==> config.mk <==
export PLATFORM = sky130hd
export DESIGN_NAME = div_sequencer
export DESIGN_NICKNAME = d
export VERILOG_FILES = /design/src/rtl/div_sequencer_pkg.sv /design/src/rtl/div_watchdog.sv /design/src/rtl/div_sequencer.sv
export SDC_FILE = /design/constraint.sdc
export NUM_CORES = 1
export LEC_CHECK = 0
export CAP_MARGIN = 40
export CORE_MARGIN = 2
export CORE_UTILIZATION = 40
export CTS_CLUSTER_DIAMETER = 120
export DETAILED_ROUTE_END_ITERATION = 8
export PLACE_DENSITY = 0.74
export SYNTH_ARGS = -nofsm -noshare
export SYNTH_HDL_FRONTEND = slang
export SYNTH_SLANG_ARGS = --single-unit
==> constraint.sdc <==
create_clock -name clk -period 1.8 [get_ports clk]
set_input_delay 0.36 -clock clk [delete_from_list [all_inputs] [get_ports clk]]
set_output_delay 0.36 -clock clk [all_outputs]
set_load 0.02 [all_outputs]
==> src/rtl/div_sequencer_pkg.sv <==
// Shared definitions for the divider sequencer: FSM state encoding,
// default operand width and RUN-phase watchdog limit, and a helper that
// sizes the watchdog counter.
package div_sequencer_pkg;

    localparam int unsigned DIV_WIDTH_DEF   = 10;
    localparam int unsigned DIV_TIMEOUT_DEF = 20;

    typedef enum logic [2:0] {
        S_IDLE   = 3'd0,
        S_LOAD   = 3'd1,
        S_ARM    = 3'd2,
        S_CHECK  = 3'd3,
        S_RUN    = 3'd4,
        S_RESULT = 3'd5
    } seq_state_t;

    // Counter width able to hold 0 .. timeout-1 (at least one bit).
    function automatic int unsigned wd_cnt_width(input int unsigned timeout);
        return (timeout <= 2) ? 1 : $clog2(timeout);
    endfunction

endpackage

==> src/rtl/div_watchdog.sv <==
// RUN-phase watchdog for the divider sequencer.
// Ports:
//   clk, rst  - clock, synchronous active-high reset
//   i_clr     - clear the count to zero (wins over i_en)
//   i_en      - advance the count by one
//   o_tc_c    - terminal count: count equals TIMEOUT-1 (combinational decode)
module div_watchdog
    import div_sequencer_pkg::*;
#(
    parameter int unsigned TIMEOUT = DIV_TIMEOUT_DEF
) (
    input  logic clk,
    input  logic rst,
    input  logic i_clr,
    input  logic i_en,
    output logic o_tc_c
);

    localparam int unsigned CNT_W = wd_cnt_width(TIMEOUT);
    localparam logic [CNT_W-1:0] TC_VAL = CNT_W'(TIMEOUT - 1);

    logic [CNT_W-1:0] r_cnt;

    // Count saturates at the terminal value so it can never wrap.
    always_ff @(posedge clk) begin
        if (rst) begin
            r_cnt <= '0;
        end else if (i_clr) begin
            r_cnt <= '0;
        end else if (i_en && !o_tc_c) begin
            r_cnt <= r_cnt + CNT_W'(1);
        end
    end

    assign o_tc_c = (r_cnt == TC_VAL);

endmodule

==> src/rtl/div_sequencer.sv <==
// Control sequencer for an iterative divider. Accepts operand pairs into a
// one-deep pending buffer, moves them into the active register, walks the
// divider through reset/load, start, divide-by-zero check and run phases,
// and presents the result on a valid/ready output port.
// Ports:
//   clk, rst                  - clock, synchronous active-high reset
//   in_valid/in_ready/in_a/b  - operand pair input handshake
//   dv_rst, ld_a, ld_b        - divider reset and operand loads (LOAD)
//   loading_done, start       - divider operands valid / start pulse
//   dv_a, dv_b                - active operands to the divider
//   dv_q, dv_ov, dv_dvz, dv_co- divider quotient, flags and done
//   out_valid/out_ready       - result handshake
//   out_q, out_ov, out_dvz, out_to - quotient, overflow, div-by-zero, timeout
module div_sequencer
    import div_sequencer_pkg::*;
#(
    parameter int unsigned WIDTH   = DIV_WIDTH_DEF,
    parameter int unsigned TIMEOUT = DIV_TIMEOUT_DEF
) (
    input  logic             clk,
    input  logic             rst,
    input  logic             in_valid,
    output logic             in_ready,
    input  logic [WIDTH-1:0] in_a,
    input  logic [WIDTH-1:0] in_b,
    output logic             dv_rst,
    output logic             ld_a,
    output logic             ld_b,
    output logic             loading_done,
    output logic             start,
    output logic [WIDTH-1:0] dv_a,
    output logic [WIDTH-1:0] dv_b,
    input  logic [WIDTH-1:0] dv_q,
    input  logic             dv_ov,
    input  logic             dv_dvz,
    input  logic             dv_co,
    output logic             out_valid,
    input  logic             out_ready,
    output logic [WIDTH-1:0] out_q,
    output logic             out_ov,
    output logic             out_dvz,
    output logic             out_to
);

    seq_state_t       r_state;
    seq_state_t       w_state_nxt;

    logic             r_pend_full;
    logic [WIDTH-1:0] r_pend_a;
    logic [WIDTH-1:0] r_pend_b;
    logic [WIDTH-1:0] r_act_a;
    logic [WIDTH-1:0] r_act_b;

    logic             w_accept;
    logic             w_take;

    logic             w_wd_clr;
    logic             w_wd_en;
    logic             w_wd_tc_c;

    logic             w_res_ld;
    logic [WIDTH-1:0] w_res_q;
    logic             w_res_ov;
    logic             w_res_dvz;
    logic             w_res_to;

    logic             r_dv_rst;
    logic             r_ld;
    logic             r_start;
    logic             r_loading_done;
    logic             r_out_valid;
    logic [WIDTH-1:0] r_out_q;
    logic             r_out_ov;
    logic             r_out_dvz;
    logic             r_out_to;

    assign w_accept = in_valid & ~r_pend_full;

    // State register.
    always_ff @(posedge clk) begin
        if (rst) begin
            r_state <= S_IDLE;
        end else begin
            r_state <= w_state_nxt;
        end
    end

    // Next-state, watchdog control and result capture.
    always_comb begin
        w_state_nxt = r_state;
        w_take      = 1'b0;
        w_wd_clr    = 1'b0;
        w_wd_en     = 1'b0;
        w_res_ld    = 1'b0;
        w_res_q     = '0;
        w_res_ov    = 1'b0;
        w_res_dvz   = 1'b0;
        w_res_to    = 1'b0;

        case (r_state)
            S_IDLE: begin
                if (r_pend_full) begin
                    w_take      = 1'b1;
                    w_state_nxt = S_LOAD;
                end
            end
            S_LOAD: begin
                w_state_nxt = S_ARM;
            end
            S_ARM: begin
                w_state_nxt = S_CHECK;
            end
            S_CHECK: begin
                if (dv_dvz) begin
                    w_res_ld    = 1'b1;
                    w_res_dvz   = 1'b1;
                    w_state_nxt = S_RESULT;
                end else begin
                    w_wd_clr    = 1'b1;
                    w_state_nxt = S_RUN;
                end
            end
            S_RUN: begin
                w_wd_en = 1'b1;
                // A done in the watchdog's terminal cycle still counts as done.
                if (dv_co) begin
                    w_res_ld    = 1'b1;
                    w_res_q     = dv_q;
                    w_res_ov    = dv_ov;
                    w_state_nxt = S_RESULT;
                end else if (w_wd_tc_c) begin
                    w_res_ld    = 1'b1;
                    w_res_to    = 1'b1;
                    w_state_nxt = S_RESULT;
                end
            end
            S_RESULT: begin
                if (out_ready) begin
                    w_state_nxt = S_IDLE;
                end
            end
            default: begin
                w_state_nxt = S_IDLE;
            end
        endcase
    end

    // Pending and active operand registers.
    always_ff @(posedge clk) begin
        if (rst) begin
            r_pend_full <= 1'b0;
            r_pend_a    <= '0;
            r_pend_b    <= '0;
            r_act_a     <= '0;
            r_act_b     <= '0;
        end else begin
            r_pend_full <= (r_pend_full & ~w_take) | w_accept;
            if (w_accept) begin
                r_pend_a <= in_a;
                r_pend_b <= in_b;
            end
            if (w_take) begin
                r_act_a <= r_pend_a;
                r_act_b <= r_pend_b;
            end
        end
    end

    // Divider controls and out_valid, registered from the next state so they
    // line up with the state they belong to.
    always_ff @(posedge clk) begin
        if (rst) begin
            r_dv_rst       <= 1'b1;
            r_ld           <= 1'b0;
            r_start        <= 1'b0;
            r_loading_done <= 1'b0;
            r_out_valid    <= 1'b0;
        end else begin
            r_dv_rst       <= (w_state_nxt == S_LOAD);
            r_ld           <= (w_state_nxt == S_LOAD);
            r_start        <= (w_state_nxt == S_ARM);
            r_loading_done <= (w_state_nxt == S_ARM) || (w_state_nxt == S_RUN);
            r_out_valid    <= (w_state_nxt == S_RESULT);
        end
    end

    // Result registers; held untouched while waiting for out_ready.
    always_ff @(posedge clk) begin
        if (rst) begin
            r_out_q   <= '0;
            r_out_ov  <= 1'b0;
            r_out_dvz <= 1'b0;
            r_out_to  <= 1'b0;
        end else if (w_res_ld) begin
            r_out_q   <= w_res_q;
            r_out_ov  <= w_res_ov;
            r_out_dvz <= w_res_dvz;
            r_out_to  <= w_res_to;
        end
    end

    div_watchdog #(
        .TIMEOUT (TIMEOUT)
    ) u_watchdog (
        .clk     (clk),
        .rst     (rst),
        .i_clr   (w_wd_clr),
        .i_en    (w_wd_en),
        .o_tc_c  (w_wd_tc_c)
    );

    assign in_ready     = ~r_pend_full;
    assign dv_rst       = r_dv_rst;
    assign ld_a         = r_ld;
    assign ld_b         = r_ld;
    assign start        = r_start;
    assign loading_done = r_loading_done;
    assign dv_a         = r_act_a;
    assign dv_b         = r_act_b;
    assign out_valid    = r_out_valid;
    assign out_q        = r_out_q;
    assign out_ov       = r_out_ov;
    assign out_dvz      = r_out_dvz;
    assign out_to       = r_out_to;

endmodule

==> run metrics, run 1 <==
setup bufs post-CTS 0; Final Hold Viols 0; Tot GR Track Use 17.2%; leakage power 1.27 nW; register bit count reported by yosys 67; synth warn 0; cell family with most CP delay buffers and inverters; routed via count 2281; Detailed Route WL 5.89 mm; CP cell instances inv_1, clkdlybuf4s50_1; ant diodes 0; cts bufs inserted 9; fin crit period 1.74 ns; register area share after synthesis 53.0%; Skew-Pair Late Insertion Delay 0.34 ns; pin count of the biggest net entering global routing 24; maxcap violations 0; synthesized area 2530 um2; PD cells 956 nW/um2; routed len/inst 13.0 um; Starting DRT DRC Count 92; I/O pin total 77; Mapped Cells 297; Max Clock Freq 575 MHz; multi-input logic area 1090 um2; Layout area overhead 43.0%; Longest Clk Path Bufs 2; CTS tree done; grt ovf 0; Clock transition at path regs 0.07 ns; Vert. Die Dim 83.5 um; Slew Limit Fails 0; Slowest-stage cell, CP clkdlybuf4s50_1; Starting Density 42.0%; Worst EP arrival 1.38 ns; worst r2r path cells 3; RePlAce Congestion 0.772; first-pass GRT wire length 9.78 mm; DR WL met3 264 um; WP buf/inv 2; Initial DRT Pass Iterations 4; CP required 1.44 ns; DRC 0; CTS root buffer clkbuf_8; synth unique cells 38; post-route clock period utilization 96.6%; vias per cell 5.02; Final HPWL DP 4.01 mm; CP Depth 2; Tightest Pin Transition 0.469 ns; Final setup viols 0; HP Class input port to register; vias in the first global route 2126; Fin Hold WS 0.419 ns; antenna violations before repair 0; core footprint 6030 um2; outcome completed; clk_skew 0.00881 ns; Syn Nets 335; Worst path max stage delay 0.60 ns; Fill cells 569; port bufs 76; Routed met1 length 2.81 mm; setup TNS 0 ns; Max IR drop VDD 0.565 mV; die footprint 6980 um2; Setup crit end kind output pin; Net count, final 412; Die Wd 83.5 um; Avg Inst Size Synth 8.52 um2; DR WL met2 2.74 mm; Clock H-tree levels 3; Layout Cell Area excl Fill 3620 um2; CTS Sinks 67; DRT antenna net count 0; row cnt 28; Sequential Area 1340 um2; share of cells above drive strength 1 8.44%; Area after DPL 3400 um2; Startpoint Class register; CP Max Fanout 7; Relative slew margins 68.7%; top sig layer met4; crit path kind register to output pin; hold depth 2
## repair_timing
action	4_1_cts	5_1_grt
endpoints found under the setup margin	0	12
hold buffers	0	0
resized for setup	0	1
## report_power, final
part           switching, mW  internal (mW)  total (mW)  leakage [nW]
clock                  0.579          0.786        1.36         0.111
combinational          0.260          0.237       0.497         0.609
sequential            0.0423           1.55        1.60         0.545
total                  0.881           2.58        3.46          1.27
## worst reg2reg max path, stage by stage (launching register included)
cell and delay (ns):
dfxtp_1 0.42, or4b_2 0.88, nand2_1 0.18, a21oi_1 0.08
## metrics by stage
step / util (%) / setup slack, ns / cells / power [mW]
after CTS: 60.0 / 0.0535 / 454 / 3.49
after detailed placement: 56.5 / 0.0796 / 438 / 2.13
after global placement: 56.5 / 0.0784 / 438 / 2.12
after floorplan: - / 0.221 / 297 / 1.89
after global routing: 60.0 / -0.00133 / 454 / 3.60
final: 60.0 / 0.0619 / 454 / 3.46
## path summary, 6_finish.rpt
kind / start / end / slack (ns)
setup / recovery: r_pend_full / in_ready / 0.06
hold / removal: rst / r_state[2] / 0.42
setup reg to reg: r_pend_full / dv_b[1] / 0.11
hold reg to reg: r_pend_a[3] / dv_a[3] / 0.45
## registers in the layout, summed over array words and instances (netlist names), 3 cells and up
signal            flops
dv_a                 10
r_pend_a             10
r_pend_b             10
u_watchdog.r_cnt      5
r_state               3
dv_b                 10
out_q                10
## cell families after synthesis
kind of cell	after synthesis	synth area share (%)
simple gates	126	24.2
xor+xnor	1	0.346
compound gates	75	17.6
buf+inv	27	4.30
fa+ha+maj	1	0.494
flops	67	53.0
## cells in the mapped netlist
cell / number / share of area [%]
and4_1: 1 / 0.35
nor3b_1: 3 / 0.89
a311oi_1: 2 / 0.69
nand4b_1: 1 / 0.35
nor2b_1: 2 / 0.49
or4_1: 1 / 0.30
o2bb2ai_1: 11 / 3.8
and3b_1: 1 / 0.35
ha_1: 1 / 0.49
dfxtp_1: 67 / 53
nand4bb_1: 1 / 0.45
o21ai_0: 4 / 0.79
or3b_1: 1 / 0.35
nand2_1: 83 / 12
inv_1: 4 / 0.59
nor4b_1: 2 / 0.69
clkbuf_1: 18 / 2.7
a31oi_1: 3 / 0.74
or4b_2: 1 / 0.40
buf_1: 1 / 0.15
a21o_1: 3 / 0.89
a211oi_1: 1 / 0.30
buf_2: 2 / 0.40
buf_4: 1 / 0.30
nor3_1: 3 / 0.59
nand3_1: 3 / 0.59
clkbuf_2: 1 / 0.20
or3_1: 2 / 0.49
o21a_1: 1 / 0.30
nor4bb_1: 2 / 0.79
o31ai_1: 1 / 0.30
nand3b_1: 11 / 3.3
a22oi_1: 1 / 0.30
nand2b_1: 3 / 0.74
xnor2_1: 1 / 0.35
nor2_1: 4 / 0.59
nand4_1: 1 / 0.25
a21oi_1: 48 / 9.5
## routing by layer
layer  up-vias  global-route usage [%]
li1       1174                       -
met1      1041                    22.6
met2        58                    27.2
met3         8                    3.76
met4         0                    7.92
met5         -                       0
## layout make-up
class / instances / area share [%]
Multi-Input combinational cell: 203 / 30.0
Sequential cell: 67 / 37.1
Clock inverter: 6 / 2.42
Clock buffer: 10 / 3.53
Timing Repair Buffer: 89 / 23.9
Tap cell: 75 / 2.59
Inverter: 4 / 0.415
## cells in the final DEF, fill, tap and decap left out, drive strengths merged, types with 4 or more instances in the layout
cell	netlist	final
a21oi	48	48
clkbuf	19	10
clkdlybuf4s50	0	75
nand2	83	83
o21ai	4	4
nand3b	11	11
buf	4	14
dfxtp	67	67
inv	4	6
o2bb2ai	11	11
nor2	4	4
Power figures use the tool's default switching activity.
==> inputs of run 2 (changes only) <==
--- a/config.mk
+++ b/config.mk
@@ -11,6 +11,7 @@
 export CTS_CLUSTER_DIAMETER = 120
 export DETAILED_ROUTE_END_ITERATION = 8
 export PLACE_DENSITY = 0.74
+export SKIP_CTS_REPAIR_TIMING = 1
 export SYNTH_ARGS = -nofsm -noshare
 export SYNTH_HDL_FRONTEND = slang
 export SYNTH_SLANG_ARGS = --single-unit
==> results of run 2 <==
Final layout, timing and power as in run 1 (identical DEF).
==> variant (flow settings as in run 2) <==
Re-encode `seq_state_t` (6 states) as one-hot, 6 bits wide.
--- a/src/rtl/div_sequencer_pkg.sv
+++ b/src/rtl/div_sequencer_pkg.sv
@@ -8,9 +8,9 @@
 
-    typedef enum logic [2:0] {
-        S_IDLE   = 3'd0,
-        S_LOAD   = 3'd1,
-        S_ARM    = 3'd2,
-        S_CHECK  = 3'd3,
-        S_RUN    = 3'd4,
-        S_RESULT = 3'd5
+    typedef enum logic [5:0] {
+        S_IDLE   = 6'b000001,
+        S_LOAD   = 6'b000010,
+        S_ARM    = 6'b000100,
+        S_CHECK  = 6'b001000,
+        S_RUN    = 6'b010000,
+        S_RESULT = 6'b100000
     } seq_state_t;
Function: no difference found for any inputs over 10 cycles, from zero or initial values and one cycle with rst high; not proved beyond that.
==> variant against run 2 <==
Cell area is 0.69% higher. Largest cell class unchanged. Utilization is 0.42 points higher. Sequential cell count is 3 higher. Highest routed layer unchanged. Critical path depth up 2. Via count fell by 0.75%. Power fell by 8.7%. Synthesized cell count decreased by 2.7%. Setup slack worse by 95 ps. Routed wire length up 3.1%. Clock power is 12% lower. The run now ends with setup timing left. First-iteration DRC count is 28% lower. Synthesized area barely moved. Clock skew fell by 1.9 ps.
==> variant: results <==
[critical_path]
cp_data_arrival_time_ps = 2060
cp_max_fo = 6

[routing]
drt_iter0_drc = 66
vias = 2264
routedWlPerCell_um = 13.29
firstDrtPassIters = 4
viasPerCell = 4.954

[logic_synthesis]
synth_common_cells = 87 x nand2_1, 70 x dfxtp_1, 45 x a21oi_1
yosysSeqAreaShare_pct = 55.42
synth_nets = 327
synth.avg_cell_area_um2 = 8.750
synth_warnings = 0
ys_types = 37
synth_area_leaders = dfxtp_1 55%, nand2_1 13%, a21oi_1 8.9%, a22o_1 3.5%, nor2_1 2.4%
postSynth.asyncResetShare_pct = 0
ys.flop_type = dfxtp_1

[timing]
setup_violations = 11
setup_tns_ps = -223.7
tightest_slew_ps = 435.2
finClkSkew_ps = 6.914
fin_ws_ps = -33.60

[power_and_ir_drop]
power_leakage_nw = 1.351
ir_drop_uv = 490.1

[global_route]
grt_usage_pct = 17.85
grt_pass1_wl_mm = 10.04
antenna_found_initial = 0
grt_max_degree = 30
grt_pass1_vias = 2150

[clocking]
ctsLongestPathBuffers = 2
cts_max_level = 3
cts-root-buf = clkbuf_8
clk_pin_slew_worst_paths_ps = 70
clk_latency_ps = 330
cts_buffers = 9

[placement]
dpl.hpwl_mm = 4.249
place.gp.congestion = 0.8562
numPortBuffers = 76
placed_area_um2 = 3441
place_ws_ps = -134.6
dp.cells = 442

[layout]
layout-drive-gt1-share_pct = 12.04
layout.nets = 417
diodes = 0

[hold_path]
hold_path.class = in -> reg

[outcome]
status = complete, but fails checks
violations = setup timing
## variant: cell count changes after synthesis, moves of 4 or more
| cell | change |
|---|---|
| o2bb2ai_1 | -11 |
| nand3b_1 | -11 |
| nor2_1 | +12 |
| clkbuf_1 | -5 |
| nand2_1 | +4 |
| a22o_1 | +10 |
## variant: layout make-up
class                           count  area [µm²]
Sequential cell                    70        1403
Multi-Input combinational cell    199        1045
Fill cell                         544        2382
Tap cell                           75       93.84
Timing Repair Buffer               95       900.9
Inverter                            4       15.01
Clock inverter                      4       48.80
Clock buffer                       10       137.6
## variant: kinds of logic after synthesis
logic type,after synthesis,synth area share [%]
XOR/XNOR,4,1.386
AO/OA/AOI/OAI,66,15.83
AND/OR/NAND/NOR,127,22.76
flip-flops,70,55.42
buffers and inverters,21,4.106
adder cells (fa/ha/maj),1,0.4947
## variant: worst paths after layout
kind                from    endpoint  slack (ps)  cells past startpoint
min reg2reg  r_pend_b[6]     dv_b[6]         450                      2
min                  rst  r_state[0]         380                      3
max reg2reg   r_state[4]      out_ov         -30                      4
max           r_state[4]      out_ov         -30                      4
## variant: layer usage
metal | GRT usage [%] | up-vias | wire, µm
li1 | - | 1159 | -
met3 | 4.946 | 10 | 366
met2 | 28.96 | 67 | 2750
met5 | 0 | - | 0
met1 | 21.99 | 1028 | 2848
met4 | 8.358 | 0 | 107
## variant: report_power, final
group | switching (mW) | internal (mW) | leakage, nW
clock | 0.537 | 0.659 | 0.0980
sequential | 0.0274 | 1.60 | 0.569
combinational | 0.170 | 0.167 | 0.684
## variant: critical path, stage by stage (launching register included)
cell and delay [ps]:
dfxtp_2 320, or4_4 530, or4_4 470, o211a_4 190, a22o_2 210
